`config.mk`:
```
export PLATFORM = sky130hd
export DESIGN_NAME = cordic_arbiter
export DESIGN_NICKNAME = d
export VERILOG_FILES = /design/src/rtl/cordic_arbiter.sv
export SDC_FILE = /design/constraint.sdc
export NUM_CORES = 1
export LEC_CHECK = 0
export CORE_MARGIN = 8
export CORE_UTILIZATION = 42
export DETAILED_ROUTE_END_ITERATION = 12
export PLACE_DENSITY = 0.82
export SYNTH_ARGS = -nofsm -noshare
export SYNTH_HDL_FRONTEND = slang
export SYNTH_SLANG_ARGS = --single-unit
```
`constraint.sdc`:
```
create_clock -name clk -period 2.78 [get_ports clk]
set_input_delay 0.278 -clock clk [delete_from_list [all_inputs] [get_ports clk]]
set_output_delay 0.278 -clock clk [all_outputs]
set_load 0.01 [all_outputs]
```
`src/rtl/cordic_arbiter.sv`:
```
// Round-robin arbiter that time-shares one non-pipelined 8-bit CORDIC core.
// Out-of-range angles are answered directly with an error result.
module cordic_arbiter #(
  parameter int          N_REQ     = 4,
  parameter int          ID_W      = 2,
  parameter int          LATENCY   = 14,
  parameter logic [7:0]  MAX_ANGLE = 8'd100
) (
  input  logic                 clk,
  input  logic                 rst,
  input  logic [N_REQ-1:0]     req_valid,
  input  logic [8*N_REQ-1:0]   req_angle,
  output logic [N_REQ-1:0]     req_ready,
  output logic [7:0]           core_in,
  input  logic [7:0]           core_sine,
  input  logic [7:0]           core_cosine,
  output logic                 res_valid,
  input  logic                 res_ready,
  output logic [ID_W-1:0]      res_id,
  output logic [7:0]           res_sine,
  output logic [7:0]           res_cosine,
  output logic                 res_err,
  output logic                 busy
);

  localparam int CNT_W = $clog2(LATENCY) + 1;

  typedef enum logic [1:0] {
    IDLE = 2'd0,
    RUN  = 2'd1,
    RESP = 2'd2
  } state_t;

  state_t            state_r;
  state_t            state_nxt_s;
  logic [ID_W-1:0]   rr_last_r;
  logic [CNT_W-1:0]  cnt_r;
  logic [ID_W-1:0]   grant_s;
  logic [ID_W-1:0]   idx_s;
  logic              grant_vld_s;
  logic [7:0]        grant_angle_s;
  logic              accept_s;
  logic              in_range_s;
  logic              cnt_done_s;
  logic              res_fire_s;

  // Round-robin search; walking offsets downwards lets the nearest requester win.
  always_comb begin
    grant_s     = '0;
    grant_vld_s = 1'b0;
    idx_s       = '0;
    for (int k = N_REQ; k >= 1; k--) begin
      idx_s = ID_W'((int'(rr_last_r) + k) % N_REQ);
      if (req_valid[idx_s]) begin
        grant_s     = idx_s;
        grant_vld_s = 1'b1;
      end else begin
        grant_s     = grant_s;
        grant_vld_s = grant_vld_s;
      end
    end
  end

  assign grant_angle_s = req_angle[{grant_s, 3'b000} +: 8];
  assign accept_s      = (state_r == IDLE) && grant_vld_s;
  assign in_range_s    = (grant_angle_s <= MAX_ANGLE);
  assign cnt_done_s    = (cnt_r == CNT_W'(LATENCY - 1));
  assign res_fire_s    = res_valid && res_ready;
  assign busy          = (state_r != IDLE);

  // One-hot grant, offered only while idle.
  always_comb begin
    req_ready = '0;
    if (accept_s) begin
      req_ready[grant_s] = 1'b1;
    end else begin
      req_ready = '0;
    end
  end

  // Next-state logic.
  always_comb begin
    state_nxt_s = state_r;
    case (state_r)
      IDLE: begin
        if (accept_s) begin
          state_nxt_s = in_range_s ? RUN : RESP;
        end else begin
          state_nxt_s = IDLE;
        end
      end
      RUN: begin
        if (cnt_done_s) begin
          state_nxt_s = RESP;
        end else begin
          state_nxt_s = RUN;
        end
      end
      RESP: begin
        if (res_fire_s) begin
          state_nxt_s = IDLE;
        end else begin
          state_nxt_s = RESP;
        end
      end
      default: state_nxt_s = IDLE;
    endcase
  end

  // State register.
  always_ff @(posedge clk) begin
    if (rst) begin
      state_r <= IDLE;
    end else begin
      state_r <= state_nxt_s;
    end
  end

  // Datapath: pointer, latency counter, core angle and result registers.
  always_ff @(posedge clk) begin
    if (rst) begin
      rr_last_r  <= ID_W'(N_REQ - 1);
      cnt_r      <= '0;
      core_in    <= 8'd0;
      res_valid  <= 1'b0;
      res_id     <= '0;
      res_sine   <= 8'd0;
      res_cosine <= 8'd0;
      res_err    <= 1'b0;
    end else begin
      case (state_r)
        IDLE: begin
          if (accept_s) begin
            rr_last_r <= grant_s;
            res_id    <= grant_s;
            if (in_range_s) begin
              core_in <= grant_angle_s;
              cnt_r   <= '0;
            end else begin
              res_err    <= 1'b1;
              res_sine   <= 8'd0;
              res_cosine <= 8'd0;
              res_valid  <= 1'b1;
            end
          end
        end
        RUN: begin
          cnt_r <= cnt_r + CNT_W'(1);
          // Core outputs are trusted only once the full latency has elapsed.
          if (cnt_done_s) begin
            res_sine   <= core_sine;
            res_cosine <= core_cosine;
            res_err    <= 1'b0;
            res_valid  <= 1'b1;
          end
        end
        RESP: begin
          if (res_fire_s) begin
            res_valid <= 1'b0;
          end
        end
        default: begin
          res_valid <= 1'b0;
        end
      endcase
    end
  end

endmodule

```
## Word level (Yosys, flattened, before mapping)

Index checks and enable logic that the tools add are counted.

| word-level totals | value |
|---|---|
| flip-flop bits (word level) | 37 |
| input port bits | 55 |

| operators by class | value |
|---|---|
| multiplexer cells | 40 |
| magnitude comparators | 7 |
| eq/ne operators | 8 |
| shift operators | 1 |
| add/subtract/negate cells | 5 |
| reduce and logical (&&, ||, !) cells | 11 |

Operators with widths:

| cell | count |
|---|---|
| $mux W8 | 4 |
| $pmux W8 S2 | 2 |
| $shiftx A32 B6 Y8 | 1 |
| $mux W2 | 8 |
| $lt A2 B3 Y1 const B | 5 |
| $mux W1 | 14 |
| $mux W5 | 2 |
| $ne A2 B2 Y1 const B | 5 |
| $pmux W5 S2 | 1 |
| $bmux W1 S2 | 4 |
| $le A8 B7 Y1 const B | 1 |
| $reduce_and A4 Y1 | 2 |
| $pmux W2 S3 | 1 |
| $reduce_and A3 Y1 | 2 |
| $add A5 B1 Y5 const B | 1 |
| $eq A5 B4 Y1 const B | 1 |
| $add A2 B1 Y2 const B | 2 |
| $add A2 B2 Y2 const B | 2 |
| $mux W4 | 1 |
| $reduce_bool A2 Y1 | 2 |
| $logic_and A1 B1 Y1 | 3 |
| $pmux W1 S3 | 1 |
| $demux W1 S2 | 1 |
| $eq A2 B1 Y1 const B | 1 |
| 5 further kinds | 5 |

## Depth between registers and ports, before layout

| depth | value |
|---|---|
| depth in word-level cells | 12 |
| gate-level depth with buffers | 9 |

## Worst setup path before layout

Ideal clock, no wire load.

| path | value |
|---|---|
| path type | register to register |
| start | reg rr_last_r[1] |
| end | reg state_r[1] |
| required time | 2694 ps |
| slack | 755 ps |
| data arrival time | 1938 ps |
| clock period less this slack | 2025 ps |
| stages on the path, launching flop included | 9 |
| library setup time | 86 ps |
| cells stage by stage | dfxtp_1 > o21a_1 > a211oi_2 > buf_6 > mux2_4 > mux2i_1 > o21ai_2 > and2_1 > a221oi_2 |

| on the way | value |
|---|---|
| longest elaborated chain between the ends | 12 |

RTL lines:

| what | RTL line | RTL |
|---|---|---|
| start, declared | 36 | `logic [ID_W-1:0] rr_last_r;` |
| start signal, assigned | 122 | `rr_last_r <= ID_W'(N_REQ - 1);` |
| start signal, assigned | 134 | `rr_last_r <= grant_s;` |
| $add A2 B1 Y2 | 53 | `idx_s = ID_W'((int'(rr_last_r) + k) % N_REQ);` |
| $bmux W1 S2 | 54 | `if (req_valid[idx_s]) begin` |
| $mux W1 (implied by the code) | 54 |  |
| $mux W2 (4 in series) | 54 |  |
| $shiftx A32 B6 Y8 | 64 | `assign grant_angle_s = req_angle[{grant_s, 3'b000} +: 8];` |
| $le A8 B7 Y1 | 66 | `assign in_range_s = (grant_angle_s <= MAX_ANGLE);` |
| $mux W2 | 87 | `state_nxt_s = in_range_s ? RUN : RESP;` |
| $mux W2 (*) | 86 | `if (accept_s) begin` |
| $pmux W2 S3 (*) | 84 | `case (state_r)` |
| end signal, assigned | 115 | `state_r <= state_nxt_s;` |
| end, declared | 34 | `state_t state_r;` |

Mark *: on every way between the ends. The rest lies on a longest branch, timed or not. The select of a mux whose other input is x is not followed.
A chain may end at the register's enable or synchronous reset.

## Worst setup path after layout

| path | value |
|---|---|
| start | in req_valid[3] |
| end | out req_ready[0] |

| on the way | value |
|---|---|
| longest elaborated chain between the ends | 11 |

RTL lines:

| what | RTL line | RTL |
|---|---|---|
| start, declared | 11 | `input logic [N_REQ-1:0] req_valid,` |
| $bmux W1 S2 | 54 |  |
| $mux W1 (implied by the code) | 54 |  |
| $mux W2 (4 in series) | 54 |  |
| $lt A2 B3 Y1 (implied by the code) / $ge A2 B1 Y1 (equally long branches) | 75 | `req_ready[grant_s] = 1'b1;` |
| $logic_and A1 B1 Y1 (implied by the code) | 75 |  |
| $mux W1 (implied by the code) | 75 |  |
| $demux W1 S2 | 75 |  |
| $mux W4 (*) | 74 | `if (accept_s) begin` |
| end, declared | 13 | `output logic [N_REQ-1:0] req_ready,` |

Marked as above.

==> results.cfg <==
[yosys]
synth-edff-count = 0
post_synth_num_cell_types = 44
synth_area_sq_um = 2053
netlist.top_cell.by_area = sky130_fd_sc_hd__dfxtp_1
synth_nets = 294
ys_warn_count = 0
synth-main-ff-cell = sky130_fd_sc_hd__dfxtp_1
syn_area_per_cell_sq_um = 8.663
syn-instance-count = 237
synth.cells.most_frequent = sky130_fd_sc_hd__dfxtp_1 (37), sky130_fd_sc_hd__a21oi_1 (31), sky130_fd_sc_hd__mux2i_1 (19), sky130_fd_sc_hd__nand3_1 (18)
synth_top_cell_area_share_pct = 36.08
synth-async-reset-ratio_pct = 0
seq_area_frac_synth_pct = 36.08
synth_seq_cells = 37
synth.most_common_cell = sky130_fd_sc_hd__dfxtp_1
synthTopCellsByArea = sky130_fd_sc_hd__dfxtp_1 (36%), sky130_fd_sc_hd__mux2i_1 (9.3%), sky130_fd_sc_hd__a21oi_1 (7.6%)

[timing]
total_negative_setup_slack_ns = 0
drv_slew = 0
timing_worst_slew_pin_value_ns = 1.049
grt_setup_unrepaired = no
final-setup-viol-count = 0
finalCritPeriodShare_pct = 97.38
final-hold-violation-count = 0
finalCriticalPeriod_ns = 2.707
max_clock_freq_mhz = 369.4
worst_setup_skew_after_layout_ns = 0.007871
timing.slew.headroom_pct = 29.78

[routing]
vias = 2110
detailedRoute.firstPassIterationCount = 4
routed_wl_um = 6316
post-route-drc-count = 0
routed_via_density = 5.383
route.antenna.remaining_nets = 0
initialDrtViolationCount = 119
route.detailed.wl_per_inst_um = 16.11

[floorplan]
design.portCount = 88
floorplan_die_area_sq_um = 7382
die_width_um = 85.92
floorplan.core_area_sq_um = 4723
initial_standard_cell_utilization_of_the_core_pct = 43.47
row_count = 25
die_height_um = 85.92

[flow_run]
timing.max_cap.violations = 0

[worst_hold_path]
timing.hold.worst.class = register to register
whs_path_depth = 2

[placed_design]
post-place-cells = 386
port_buffers = 87
dp_hpwl_um = 4906
gp_congestion = 0.8338

[finish]
fraction_of_the_core_area_covered_by_cells_at_the_end_of_the_flow_pct = 65.56
flow.area_growth_from_synthesis_pct = 50.82
num-nets-final = 383
drive_gt1_share_pct = 9.846
final_cell_count_no_fill = 392
antenna_cells_inserted = 0

[global_route]
pin_count_of_the_biggest_net_entering_global_routing = 26
gr-usage-all-layers_pct = 17.16
first_global_vias = 2238
antenna_violations_before_repair = 0
globalRouteOverflowTotal = 0
first_pass_grt_wire_length_um = 10250

[cts]
clk_pin_slew_worst_paths_ns = 0.07
maximum_root_to_sink_buffer_count = 2
post_cts_buffers = 0
ctsResizeCount = 0
cts_num_sinks = 37
insertion_delay_ns = 0.29
clock-root-buffer = sky130_fd_sc_hd__clkbuf_8
number_of_cts_inserted_buffers = 5
h-tree-depth = 2
hold_bufs_inserted_after_cts = 0
tritoncts = built

[setup_path]
setup.worst_path.end_class = output pin
setup.worst_path.class = input pin to output pin
cp_data_required_time_ns = 2.50
path_max_fanout = 11
worst-endpoint-arrival_ns = 2.43
rr_worst_depth = 7
start_kind = input pin

[power]
power_per_cell_area_nw_per_um2 = 784.0
design_power_total_uw = 2428
power.ir.vdd_worst_mv = 0.4865
leakagePower_uw = 0.001114

[run_status]
run_status = complete, no violations
## per-layer routing
metal | share of wire [%] | GRT usage [%] | routed length (um)
met5 | 0 | 0 | 0
met4 | 1.3 | 4.459 | 83
met3 | 6.6 | 6.781 | 419
met2 | 51 | 29.95 | 3192
met1 | 41 | 18.76 | 2621
## per-stage QoR
| stage | hold slack (ns) | area [sq um] | setup WS, ns |
|---|---|---|---|
| final | 0.4527 | 3097 | 0.07277 |
| after global routing | 0.4755 | 3097 | 0.001485 |
| after CTS | 0.4557 | 3097 | 0.08154 |
| after floorplan | 0.4380 | 2053 | 0.7552 |
| after detailed placement | 0.4465 | 3023 | 0.07936 |
| after global placement | 0.4419 | 3023 | 0.1444 |
## state kept, by name (all words and copies together) (netlist names)
name	cells
res_cosine	8
res_err	1
cnt_r	5
rr_last_r	2
res_sine	8
res_valid	1
core_in	8
res_id	2
state_r	2
## final timing paths
path                       endpoint                 startpoint  slack (ns)
max                    req_ready[0]               req_valid[3]        0.07
min          res_id[1]$_SDFFE_PP0P_     res_id[1]$_SDFFE_PP0P_        0.45
max reg2reg   cnt_r[4]$_SDFFE_PP0P_  rr_last_r[0]$_SDFFE_PP1P_        0.45
min reg2reg  res_id[1]$_SDFFE_PP0P_     res_id[1]$_SDFFE_PP0P_        0.45
## report_power, final
| part | internal [uW] | switching [uW] | leakage, uW |
|---|---|---|---|
| registers | 633 | 84.9 | 0.000301 |
| clock network | 165 | 175 | 0.0000399 |
| logic | 667 | 703 | 0.000773 |
| total | 1460 | 963 | 0.00111 |
## area by class of cell
| cell class | count | area [sq um] |
|---|---|---|
| fill | 403 | 1627 |
| multi-input combinational | 179 | 1222 |
| timing repair buffer | 99 | 960.9 |
| sequential | 37 | 740.7 |
| tap | 67 | 83.83 |
| clock buffer | 5 | 68.82 |
| inverter | 4 | 15.01 |
| clock inverter | 1 | 5.005 |
## cells by family (layout without fill, tap and decap cells)
logic type                 Yosys count  after routing  synth area share (%)
adders and majority gates            2              2                 1.219
xor gates and xnor gates             1              1                0.4266
DFF                                 37             37                 36.08
AOI/OAI and AO/OA                   62             62                 20.29
muxes                               23             23                 11.64
buffers and inverters               21            109                 4.753
and+or+nand+nor                     91             91                 25.60
## critical path, cell delays in order
cell,delay (ns)
sky130_fd_sc_hd__clkdlybuf4s50_1,0.47
sky130_fd_sc_hd__nand2b_1,0.17
sky130_fd_sc_hd__o21ai_1,0.13
sky130_fd_sc_hd__a211oi_4,0.53
sky130_fd_sc_hd__nor3b_1,0.26
sky130_fd_sc_hd__clkdlybuf4s50_1,0.59
## placed cells by master, fill, tap and decap left out, types with 4 or more instances in the layout
cell	synthesis	layout
sky130_fd_sc_hd__inv_1	4	4
sky130_fd_sc_hd__nand2_1	14	14
sky130_fd_sc_hd__buf_4	0	12
sky130_fd_sc_hd__o311ai_0	5	5
sky130_fd_sc_hd__dfxtp_1	37	37
sky130_fd_sc_hd__a21oi_1	31	31
sky130_fd_sc_hd__a211oi_1	8	8
sky130_fd_sc_hd__nand3_1	18	18
sky130_fd_sc_hd__nor2b_1	6	6
sky130_fd_sc_hd__clkbuf_8	0	5
sky130_fd_sc_hd__o21a_1	5	5
sky130_fd_sc_hd__nor2_1	16	16
sky130_fd_sc_hd__mux2i_1	19	19
sky130_fd_sc_hd__nand4b_1	16	16
sky130_fd_sc_hd__clkdlybuf4s50_1	0	87
Note: power is estimated with default switching activity, not from simulation.
